--- src/rtl/axi_lite_ram.sv ---
// AXI4-Lite slave wrapping a DEPTH-word RAM of DATA_W-bit words.
//
// Ports
//   clk, rst_n                    rising-edge clock, asynchronous active-low reset
//   i_axi_aw*/o_axi_awready       write address channel
//   i_axi_w*/o_axi_wready         write data channel (byte strobes)
//   o_axi_b*/i_axi_bready         write response channel
//   i_axi_ar*/o_axi_arready       read address channel
//   o_axi_r*/i_axi_rready         read data channel
//
// AW, W and AR each sit in their own 2-entry FIFO. A write commits once both
// AW and W heads are present and the B register is free; a read commits once
// the AR head is present and the R register is free. Word indices at or past
// DEPTH answer DECERR, never touch the RAM and read back as zero.
// DATA_W must be 32 or 64.

module axi_lite_ram_fifo2 #(
    parameter int WIDTH = 8
) (
    input  logic             clk,
    input  logic             rst_n,
    input  logic             push,
    input  logic [WIDTH-1:0] push_data,
    input  logic             pop,
    output logic [WIDTH-1:0] head,
    output logic             not_empty,
    output logic             ready
);
    logic [WIDTH-1:0] slot [0:1];
    logic             rd_ptr;
    logic             wr_ptr;
    logic [1:0]       count;
    logic [1:0]       count_nxt;

    always_comb begin
        count_nxt = count;
        case ({push, pop})
            2'b10:   count_nxt = count + 2'd1;
            2'b01:   count_nxt = count - 2'd1;
            default: count_nxt = count;
        endcase
    end

    // ready is a flop on the next count, so it never depends on this cycle's inputs
    always_ff @(posedge clk or negedge rst_n) begin
        if (!rst_n) begin
            rd_ptr <= 1'b0;
            wr_ptr <= 1'b0;
            count  <= 2'd0;
            ready  <= 1'b0;
        end else begin
            if (push) wr_ptr <= ~wr_ptr;
            if (pop)  rd_ptr <= ~rd_ptr;
            count <= count_nxt;
            ready <= (count_nxt != 2'd2);
        end
    end

    always_ff @(posedge clk) begin
        if (push) slot[wr_ptr] <= push_data;
    end

    assign head      = slot[rd_ptr];
    assign not_empty = (count != 2'd0);
endmodule

module axi_lite_ram_slave #(
    parameter int DATA_W = 32,
    parameter int DEPTH  = 16,
    parameter int ADDR_W = 8
) (
    input  logic                clk,
    input  logic                rst_n,
    input  logic [ADDR_W-1:0]   i_axi_awaddr,
    input  logic                i_axi_awvalid,
    output logic                o_axi_awready,
    input  logic [DATA_W-1:0]   i_axi_wdata,
    input  logic [DATA_W/8-1:0] i_axi_wstrb,
    input  logic                i_axi_wvalid,
    output logic                o_axi_wready,
    output logic [1:0]          o_axi_bresp,
    output logic                o_axi_bvalid,
    input  logic                i_axi_bready,
    input  logic [ADDR_W-1:0]   i_axi_araddr,
    input  logic                i_axi_arvalid,
    output logic                o_axi_arready,
    output logic [DATA_W-1:0]   o_axi_rdata,
    output logic [1:0]          o_axi_rresp,
    output logic                o_axi_rvalid,
    input  logic                i_axi_rready
);
    localparam int STRB_W = DATA_W / 8;
    localparam int OFF_W  = $clog2(STRB_W);
    localparam int IDX_W  = $clog2(DEPTH);
    localparam logic [ADDR_W-1:0] DEPTH_A     = ADDR_W'(DEPTH);
    localparam logic [1:0]        RESP_OKAY   = 2'b00;
    localparam logic [1:0]        RESP_DECERR = 2'b11;

    logic [DATA_W-1:0] mem [0:DEPTH-1];

    logic                     aw_push, w_push, ar_push;
    logic                     aw_ne, w_ne, ar_ne;
    logic                     wr_commit, rd_commit;
    logic [ADDR_W-1:0]        aw_head, ar_head;
    logic [DATA_W+STRB_W-1:0] w_head;
    logic [DATA_W-1:0]        w_data;
    logic [STRB_W-1:0]        w_strb;
    logic [ADDR_W-1:0]        aw_word, ar_word;
    logic [IDX_W-1:0]         aw_idx, ar_idx;
    logic                     aw_ok, ar_ok;

    assign aw_push = i_axi_awvalid && o_axi_awready;
    assign w_push  = i_axi_wvalid  && o_axi_wready;
    assign ar_push = i_axi_arvalid && o_axi_arready;

    assign wr_commit = aw_ne && w_ne && (!o_axi_bvalid || i_axi_bready);
    assign rd_commit = ar_ne && (!o_axi_rvalid || i_axi_rready);

    axi_lite_ram_fifo2 #(.WIDTH(ADDR_W)) u_aw_fifo (
        .clk       (clk),
        .rst_n     (rst_n),
        .push      (aw_push),
        .push_data (i_axi_awaddr),
        .pop       (wr_commit),
        .head      (aw_head),
        .not_empty (aw_ne),
        .ready     (o_axi_awready)
    );

    axi_lite_ram_fifo2 #(.WIDTH(DATA_W + STRB_W)) u_w_fifo (
        .clk       (clk),
        .rst_n     (rst_n),
        .push      (w_push),
        .push_data ({i_axi_wstrb, i_axi_wdata}),
        .pop       (wr_commit),
        .head      (w_head),
        .not_empty (w_ne),
        .ready     (o_axi_wready)
    );

    axi_lite_ram_fifo2 #(.WIDTH(ADDR_W)) u_ar_fifo (
        .clk       (clk),
        .rst_n     (rst_n),
        .push      (ar_push),
        .push_data (i_axi_araddr),
        .pop       (rd_commit),
        .head      (ar_head),
        .not_empty (ar_ne),
        .ready     (o_axi_arready)
    );

    assign w_data = w_head[DATA_W-1:0];
    assign w_strb = w_head[DATA_W +: STRB_W];

    // Range check uses the full-width word number so out-of-range addresses
    // cannot alias onto low words; the narrow index is only used when in range.
    assign aw_word = aw_head >> OFF_W;
    assign ar_word = ar_head >> OFF_W;
    assign aw_ok   = (aw_word < DEPTH_A);
    assign ar_ok   = (ar_word < DEPTH_A);
    assign aw_idx  = aw_word[IDX_W-1:0];
    assign ar_idx  = ar_word[IDX_W-1:0];

    // RAM is never reset; its contents survive rst_n.
    always_ff @(posedge clk) begin
        if (wr_commit && aw_ok) begin
            for (int k = 0; k < STRB_W; k++) begin
                if (w_strb[k]) mem[aw_idx][8*k +: 8] <= w_data[8*k +: 8];
            end
        end
    end

    always_ff @(posedge clk or negedge rst_n) begin
        if (!rst_n) begin
            o_axi_bvalid <= 1'b0;
            o_axi_bresp  <= 2'b00;
        end else if (wr_commit) begin
            o_axi_bvalid <= 1'b1;
            o_axi_bresp  <= aw_ok ? RESP_OKAY : RESP_DECERR;
        end else if (i_axi_bready) begin
            o_axi_bvalid <= 1'b0;
        end
    end

    // Same-cycle read and write to one word returns the old word: the RAM
    // update lands at the same edge that samples it.
    always_ff @(posedge clk or negedge rst_n) begin
        if (!rst_n) begin
            o_axi_rvalid <= 1'b0;
            o_axi_rresp  <= 2'b00;
            o_axi_rdata  <= '0;
        end else if (rd_commit) begin
            o_axi_rvalid <= 1'b1;
            o_axi_rresp  <= ar_ok ? RESP_OKAY : RESP_DECERR;
            o_axi_rdata  <= ar_ok ? mem[ar_idx] : '0;
        end else if (i_axi_rready) begin
            o_axi_rvalid <= 1'b0;
        end
    end
endmodule

--- config.mk ---
export PLATFORM = sky130hd
export DESIGN_NAME = axi_lite_ram_slave
export DESIGN_NICKNAME = d
export VERILOG_FILES = /design/src/rtl/axi_lite_ram.sv
export SDC_FILE = /design/constraint.sdc
export NUM_CORES = 1
export LEC_CHECK = 0
export ABC_AREA = 0
export BUFFER_PORTS_ARGS = -buffer_cell sky130_fd_sc_hd__buf_2
export CAP_MARGIN = 15
export CORE_ASPECT_RATIO = 1.2
export CORE_UTILIZATION = 62
export CTS_BUF_LIST = sky130_fd_sc_hd__clkbuf_16
export DETAILED_ROUTE_END_ITERATION = 16
export MAX_ROUTING_LAYER = met4
export PLACE_DENSITY = 0.85
export SKIP_LAST_GASP = 1
export SLEW_MARGIN = 20
export SYNTH_ARGS = -nofsm -noshare
export SYNTH_HDL_FRONTEND = slang
export SYNTH_SLANG_ARGS = --single-unit
--- constraint.sdc ---
create_clock -name clk -period 3 [get_ports clk]
set_clock_uncertainty 0.2 [all_clocks]
set_input_delay 0.3 -clock clk [delete_from_list [all_inputs] [get_ports clk]]
set_output_delay 0.3 -clock clk [all_outputs]
set_load 0.05 [all_outputs]
[Word-level counts from Yosys, hierarchy flattened]
Memories as Yosys holds them, arrays and structs flattened.
Cells that the tools add are included.
Storage, ports and cells
  logic and storage cells: 88
  output and inout port bits: 41
  register bits: 53
  input port bits: 59
  memories: 4
  bits in writable memories: 616
Memory list
  mem: words 16, bits a word 32, read ports 1, clocked after Yosys merged registers in 0, write ports 1, line 99  | logic [DATA_W-1:0] mem [0:DEPTH-1];
  u_w_fifo.slot: words 2, bits a word 36, read ports 1, clocked after Yosys merged registers in 0, write ports 1, line 29  | logic [WIDTH-1:0] slot [0:1];
  u_ar_fifo.slot: words 2, bits a word 8, read ports 1, clocked after Yosys merged registers in 0, write ports 1, line 29
  u_aw_fifo.slot: words 2, bits a word 8, read ports 1, clocked after Yosys merged registers in 0, write ports 1, line 29
Cells by class
  bitwise gates (word level): 6
  reductions and logical operators: 16
  multiplexer cells: 28
  add/sub/neg operators: 6
  eq/ne operators: 9
  order comparisons: 2
Operators by type and width (number)
  $mux 32: 1
  $mux 1: 22
  $lt 6x5->1 const B: 2
  $pmux 2 s2: 3
  $reduce_bool 2->1: 5
  $logic_and 1x1->1: 7
  $add 2x1->2 const B: 3
  $eq 2x1->1 const B: 3
  $eq 2x2->1 const B: 3
  $ne 2x2->1 const B: 3
  $not 1->1: 6
  $sub 2x1->2 const B: 3
  $mux 2: 2
  $logic_not 1->1: 2
  $logic_or 1x1->1: 2

[Logic depth before layout (Yosys ltp)]
Gate-level depths: netlist (run 1).
  depth after elaboration: 6
  depth in mapped cells: 8
  depth with buffers taken out: 8

[By module]
A second synthesis (run 1) with hierarchy kept.
Second synthesis, totals
  cell total of the unflattened synthesis: 1189
  area total of the unflattened synthesis: 25578.3 um2
Modules (own cells, without submodules)
  axi_lite_ram_slave: times used 1, cells each 964, area each 20985.1 um2, sequential area each 16275.6 um2
  axi_lite_ram_fifo2 (u_w_fifo): times used 1, cells each 133, area each 2977.9 um2, sequential area each 2287.2 um2
  axi_lite_ram_fifo2 (u_ar_fifo): times used 1, cells each 46, area each 809.5 um2, sequential area each 605.6 um2
  axi_lite_ram_fifo2 (u_aw_fifo): times used 1, cells each 46, area each 805.8 um2, sequential area each 605.6 um2

[Worst setup path before layout (run 1)]
No wires, ideal clock.
  kind: reg2reg
  start point: register u_w_fifo.ready
  end point: memory u_w_fifo.slot[0][0] (netlist bit) (enable)
  path slack: 0.008 ns
  cell stages (with the launch flop): 3
  required time: 2.371 ns
  path buffers: 0
  data arrival time: 2.362 ns
  library setup time: 0.429 ns
  clock period less this slack: 2.992 ns
  cell sequence: dfrtp_1 > nand2_1 > nor2_1
On the way
  cells in the longest elaborated chain, start to end: 3
Ends and longest elaborated chain
  start: declaration: line 27  | output logic ready
  start signal: assignment: line 55  | ready <= (count_nxt != 2'd2);
  $logic_and 1x1->1: line 113  | assign w_push = i_axi_wvalid && o_axi_wready;
  $mux 1: line 60  | if (push) slot[wr_ptr] <= push_data;
  $mux 1 (not written as such): line 60
  end: declaration: line 29
Every way passes these cells.

[Worst setup path after layout (run 1)]
  start point: register u_aw_fifo.rd_ptr
  end point: memory mem[0][7] (enable)
On the way
  cells in the longest elaborated chain, start to end: 5
Ends and longest elaborated chain
  start: declaration: line 30  | logic rd_ptr;
  start signal: assignment: line 53  | if (pop) rd_ptr <= ~rd_ptr;
  $mem_v2 2x8 *
  $lt 6x5->1: line 159  | assign aw_ok = (aw_word < DEPTH_A);
  $logic_and 1x1->1: line 166  | if (wr_commit && aw_ok) begin
  $mux 1: line 166
  $mux 1 (not written as such): line 168  | if (w_strb[k]) mem[aw_idx][8*k +: 8] <= w_data[8*k +: 8];
  end: declaration: line 99
Every way passes the cells marked *; elsewhere a longest branch is shown, timed or not.

==> impl_metrics.env, run 1 <==
export IMPL_status="completed"
export IMPL_worstPathCellList="nor3_1 -> a21oi_1 -> nor2b_1 -> nand2_1 -> nor2_1 -> buf_4"
export IMPL_grt_pass1_vias=20200
export IMPL_die_w_um=195
export IMPL_cts_tree="done"
export IMPL_syn_inst=2246
export IMPL_antenna_found_initial=1
export IMPL_max_freq_mhz=373
export IMPL_areaGrowthSynthToFinish_pct=14.9
export IMPL_yosysTopAreaCell="edfxtp_1"
export IMPL_cts_inserted_buffers=58
export IMPL_cts_max_level=2
export IMPL_synth_edf_count=608
export IMPL_timing_slew_headroom=0.408
export IMPL_fin_nets=2462
export IMPL_synth_cell_types=34
export IMPL_dr_pass1_iters=9
export IMPL_grt_pass1_wl_um=109000
export IMPL_dp_cells=2845
export IMPL_row_count=84
export IMPL_worst_pin_slew_ns=0.887
export IMPL_cts_resized=0
export IMPL_critical_path_max_stage_delay_ns=0.54
export IMPL_setup_viol=0
export IMPL_post_route_period_util=0.894
export IMPL_drive_gt1_frac=0.138
export IMPL_synth_area_um2=27800
export IMPL_synth_top_area_share=0.657
export IMPL_path_clk_slew_ns=0.06
export IMPL_wl_met2_um=35700
export IMPL_cp_start_kind="flip-flop"
export IMPL_yosysMostFrequentCell="edfxtp_1"
export IMPL_worstPathMaxFanout=16
export IMPL_clock_sinks=659
export IMPL_overflow=0
export IMPL_drc=0
export IMPL_period_needed_ns=2.68
export IMPL_drv_cap=0
export IMPL_top_layer_used="met4"
export IMPL_io_pins=100
export IMPL_finalMaxSlewViolations=0
export IMPL_postRouteAntennaNets=0
export IMPL_postCtsSetupRepairBufs=0
export IMPL_io_buffer_count=95
export IMPL_syn_nets=2308
export IMPL_ys_ff_latch=659
export IMPL_synth_main_ff_cell="edfxtp_1"
export IMPL_final_hold_violation_count=0
export IMPL_ir_worst_vdd_v=0.000681
export IMPL_worstPathRequired_ns=3.11
export IMPL_finalNonFillerCells=3010
export IMPL_place_congestion=0.833
export IMPL_wl_met1_um=24200
export IMPL_synthTopCellsByArea="edfxtp_1 (66%), nor2_1 (7.9%), o22ai_1 (5.8%), dfrtp_1 (4.6%), o21ai_0 (1.8%)"
export IMPL_grt_setup_unrepaired="false"
export IMPL_start_util=0.631
export IMPL_hold_class="input pin to asynchronous set/reset pin"
export IMPL_track_usage=0.322
export IMPL_ys_top_cells_by_count="edfxtp_1 (608), nor2_1 (588), o22ai_1 (259)"
export IMPL_drtIter0Drc=3208
export IMPL_finalSetupTns_ns=0
export IMPL_dr_wl_met3_um=8230
export IMPL_arrival_ns=2.79
export IMPL_post_drt_wl_per_cell_um=23.7
export IMPL_worstSetupPathType="flip-flop to flip-flop"
export IMPL_p_per_area_nw_per_um2=913
export IMPL_wirelength_um=71300
export IMPL_routed_via_density=6.72
export IMPL_slowest_stage="dfrtp_1"
export IMPL_yosysWarningCount=0
export IMPL_die_h_um=234
export IMPL_ys_seq_area_frac=0.703
export IMPL_hold_buffers=54
export IMPL_die_area_um2=45700
export IMPL_end_kind="flip-flop"
export IMPL_avgSynthCellArea_um2=12.4
export IMPL_clock_latency_ns=0.60
export IMPL_rrSetupSlack_ns=0.32
export IMPL_grt_max_degree=134
export IMPL_timing_hold_ws_ns=0.156
export IMPL_root_buffer="clkbuf_16"
export IMPL_cts_buffer_depth=3
export IMPL_core_area_um2=44000
export IMPL_place_hpwl_um=42800
export IMPL_vias=20200
export IMPL_cellLeakagePower_uw=0.0110
export IMPL_async_flop_share=0.0774
==> layout make-up <==
cell class                 instances  area [µm²]
sequential                       659       19500
inverter                          10        37.5
clock buffer                      63        1580
antenna                            1        2.50
tap                              559         699
clock inverter                    47         369
multi-input combinational       1416        7650
timing repair buffer             255        2070
fill                            2522       12100
==> worst max-delay path, delay by kind of cell (launching register included) <==
family | cells | cell delay [ns]
buffers and inverters | 1 | 0.22
and+or+nand+nor | 4 | 1.33
DFF | 1 | 0.54
AOI/OAI and AO/OA | 1 | 0.10
==> cell usage in the layout, fill, tap and decap left out, types with 63 or more instances in the layout <==
master	synthesis	routed
edfxtp_1	608	608
nor2_1	588	587
o22ai_1	259	258
o21ai_0	102	102
buf_2	34	95
buf_4	2	85
a22oi_1	64	63
clkbuf_16	0	63
==> cells by family after synthesis <==
| kind of cell | synth area share |
|---|---|
| buffers and inverters | 0.0249 |
| xor gates and xnor gates | 0.00473 |
| muxes | 0.0155 |
| adders and majority gates | 0.00135 |
| AOI/OAI and AO/OA | 0.139 |
| DFF | 0.703 |
| and+or+nand+nor | 0.112 |
==> state kept, by name, summed over array words and instances (netlist names), 2 cells and up <==
name and flops:
u_aw_fifo.count 2, u_ar_fifo.slot 12, u_ar_fifo.count 2, u_w_fifo.count 2, o_axi_rdata 32, mem 512, u_aw_fifo.slot 12, u_w_fifo.slot 72
==> stage by stage <==
stage                     setup WS, ns  utilization  power [µW]  cell area [µm²]
after global routing             0.108        0.725       30200            31900
after detailed placement         0.417        0.669       21400            29500
after global placement           0.539        0.669       20900            29500
after CTS                        0.372        0.725       28900            31900
after floorplan                0.00837            -       18300            27800
final                            0.319        0.725       29200            31900
==> power breakdown <==
group	switching, µW	leakage [µW]	internal [µW]	total [µW]
sequential	433	0.00613	11600	12100
combinational	6650	0.00389	2920	9570
clock	3240	0.000988	4290	7530
==> path summary, 6_finish.rpt <==
kind | startpoint | to | cells after the start
max | u_aw_fifo.rd_ptr | mem[0][7] | 6
min | rst_n | u_aw_fifo.count[0] | 2
max reg2reg | u_aw_fifo.rd_ptr | mem[0][7] | 6
min reg2reg | o_axi_rdata[30] | o_axi_rdata[30] | 1
max in group asynchronous | rst_n | u_ar_fifo.ready | 3
min in group clk | i_axi_wdata[11] | u_w_fifo.slot[0][11] | 2
==> routing by layer <==
metal	track usage	vias to the layer above
li1	-	8775
met5	-	-
met4	0.159	0
met3	0.0545	298
met2	0.532	1550
met1	0.388	9614
Note: power is estimated with default switching activity, not from simulation.
==> run 2: changes to the inputs <==
- clock period: 3 -> 2.6 ns (I/O delays scaled with it)
==> run 2 against run 1 <==
  * Design area rose by 0.34%
  * Largest cell class unchanged
  * Largest power group unchanged
  * Core utilization grew 0.25 points
  * Wire length grew 3.0%
  * Sequential share of layout area shrank 0.21 points
  * Fmax increased by 3.7%
==> impl_metrics.env, run 2 (synthesized netlist as in run 1, its figures left out) <==
export IMPL_die_area_um2=45700
export IMPL_cts_inserted_buffers=58
export IMPL_critical_path_max_stage_delay_ns=0.47
export IMPL_layout_common_cells="edfxtp_1 (608), nor2_1 (587), o22ai_1 (258)"
export IMPL_worstPathCellList="buf_4 -> mux2i_4 -> buf_12 -> or2_1 -> a221oi_1 -> a31oi_1 -> a32o_1"
export IMPL_top_layer_used="met4"
export IMPL_cp_start_kind="flip-flop"
export IMPL_grt_setup_unrepaired="true"
export IMPL_finalMaxSlewViolations=0
export IMPL_wirelength_um=73500
export IMPL_largest_register_ffs=512
export IMPL_cts_buffer_depth=3
export IMPL_hold_class="input pin to asynchronous set/reset pin"
export IMPL_antenna_found_initial=0
export IMPL_drc=0
export IMPL_worstPathMaxFanout=77
export IMPL_drv_cap=0
export IMPL_cellLeakagePower_uw=0.0111
export IMPL_slowest_stage="a221oi_1"
export IMPL_post_drt_wl_per_cell_um=24.3
export IMPL_root_buffer="clkbuf_16"
export IMPL_dr_wl_met3_um=8970
export IMPL_cts_max_level=2
export IMPL_overflow=0
export IMPL_final_core_util=0.728
export IMPL_p_per_area_nw_per_um2=1040
export IMPL_die_w_um=195
export IMPL_io_pins=100
export IMPL_fillers=2502
export IMPL_grt_pass1_vias=20600
export IMPL_wl_met2_um=35500
export IMPL_largestRegisters="mem: 512 flops, u_w_fifo.slot: 72 flops, o_axi_rdata: 32 flops"
export IMPL_clock_latency_ns=0.61
export IMPL_mostFrequentLayoutCell="edfxtp_1"
export IMPL_fin_nets=2482
export IMPL_pre_cts_slack_ns=0.0466
export IMPL_fin_ws_ns=0.0150
export IMPL_place_congestion=0.846
export IMPL_track_usage=0.334
export IMPL_drive_gt1_frac=0.145
export IMPL_timing_hold_ws_ns=0.0141
export IMPL_start_util=0.631
export IMPL_dr_pass1_iters=10
export IMPL_row_count=84
export IMPL_final_hold_violation_count=0
export IMPL_timing_slew_headroom=0.421
export IMPL_vias=20400
export IMPL_max_freq_mhz=387
export IMPL_areaGrowthSynthToFinish_pct=15.3
export IMPL_postRouteAntennaNets=0
export IMPL_core_area_um2=44000
export IMPL_worstPathRequired_ns=2.89
export IMPL_period_needed_ns=2.59
export IMPL_wl_met1_um=24800
export IMPL_status="completed"
export IMPL_worstSetupPathType="flip-flop to flip-flop"
export IMPL_die_h_um=234
export IMPL_ir_worst_vdd_v=0.000774
export IMPL_path_clk_slew_ns=0.07
export IMPL_place_hpwl_um=44300
export IMPL_drtIter0Drc=3017
export IMPL_worst_pin_slew_ns=0.869
export IMPL_setup_viol=0
export IMPL_io_buffer_count=95
export IMPL_end_kind="flip-flop"
export IMPL_top_register="mem"
export IMPL_grt_pass1_wl_um=112000
export IMPL_clock_sinks=659
export IMPL_grt_max_degree=78
export IMPL_arrival_ns=2.87
export IMPL_reg2reg_depth=7
export IMPL_routed_via_density=6.75
export IMPL_post_route_period_util=0.994
export IMPL_cts_tree="done"
export IMPL_diodes=0
==> run 2: changes by cell type in the layout (fill, tap and decap cells not counted), sizes merged <==
cell / change
buf: +20
inv: +8
clkbuf: -4
bufinv: -2
clkinv: -1
clkinvlp: -1
diode: -1
==> run 2: where the power goes <==
part           internal [µW]  switching, µW  leakage (µW)
logic                   3500           7810       0.00401
clock network           4500           3740      0.000956
registers              13400            510       0.00613
==> run 2: metal layers <==
metal,vias to the layer above,track usage
met5,-,-
met4,0,0.193
met3,362,0.0702
met2,1586,0.538
met1,9675,0.392
li1,8822,-
==> run 2: final cells by class <==
cell class	count	area [µm²]	share of cell area
clock buffers	59	1480	0.0461
clock inverters	51	339	0.0106
inverters	10	37.5	0.00117
multi-input cells	1416	7680	0.240
flip-flops and latches	659	19500	0.609
well taps	559	699	0.0218
repair buffers	275	2290	0.0714
==> run 2: what timing repair did <==
item                                    in CTS  in global routing
hold buffers                                54                  0
gates resized for setup                      0                  7
endpoints found under the hold margin      160                  0
buffers inserted                             0                  3
endpoints found under the setup margin       0                334
==> run 2: critical path: cells and delay by family, from the launching register on <==
kind	cells	cell delay, ns
and+or+nand+nor	1	0.24
DFF	1	0.44
AOI/OAI and AO/OA	3	0.93
buffers and inverters	2	0.40
muxes	1	0.22
==> run 2: worst paths after layout <==
path                                  startpoint              endpoint  slack, ns
worst max-delay path            u_ar_fifo.rd_ptr       o_axi_rdata[16]       0.01
worst min-delay path                       rst_n       o_axi_rdata[13]       0.01
worst max register to register  u_ar_fifo.rd_ptr       o_axi_rdata[16]       0.01
worst min register to register   o_axi_rdata[12]       o_axi_rdata[12]       0.29
max in group asynchronous                  rst_n       o_axi_rdata[24]       1.42
min in group clk                 i_axi_wdata[12]  u_w_fifo.slot[0][12]       0.16
==> run 2: per-stage QoR <==
stage               power (µW)  instances  cell area [µm²]  setup TNS, ns
floorplan                21100       2246            27800              0
global placement         24300       2862            29600              0
detailed placement       24900       2862            29600              0
CTS                      33100       3026            32000              0
global route             34600       3029            32100        -0.0256
finish                   33500       3029            32100              0
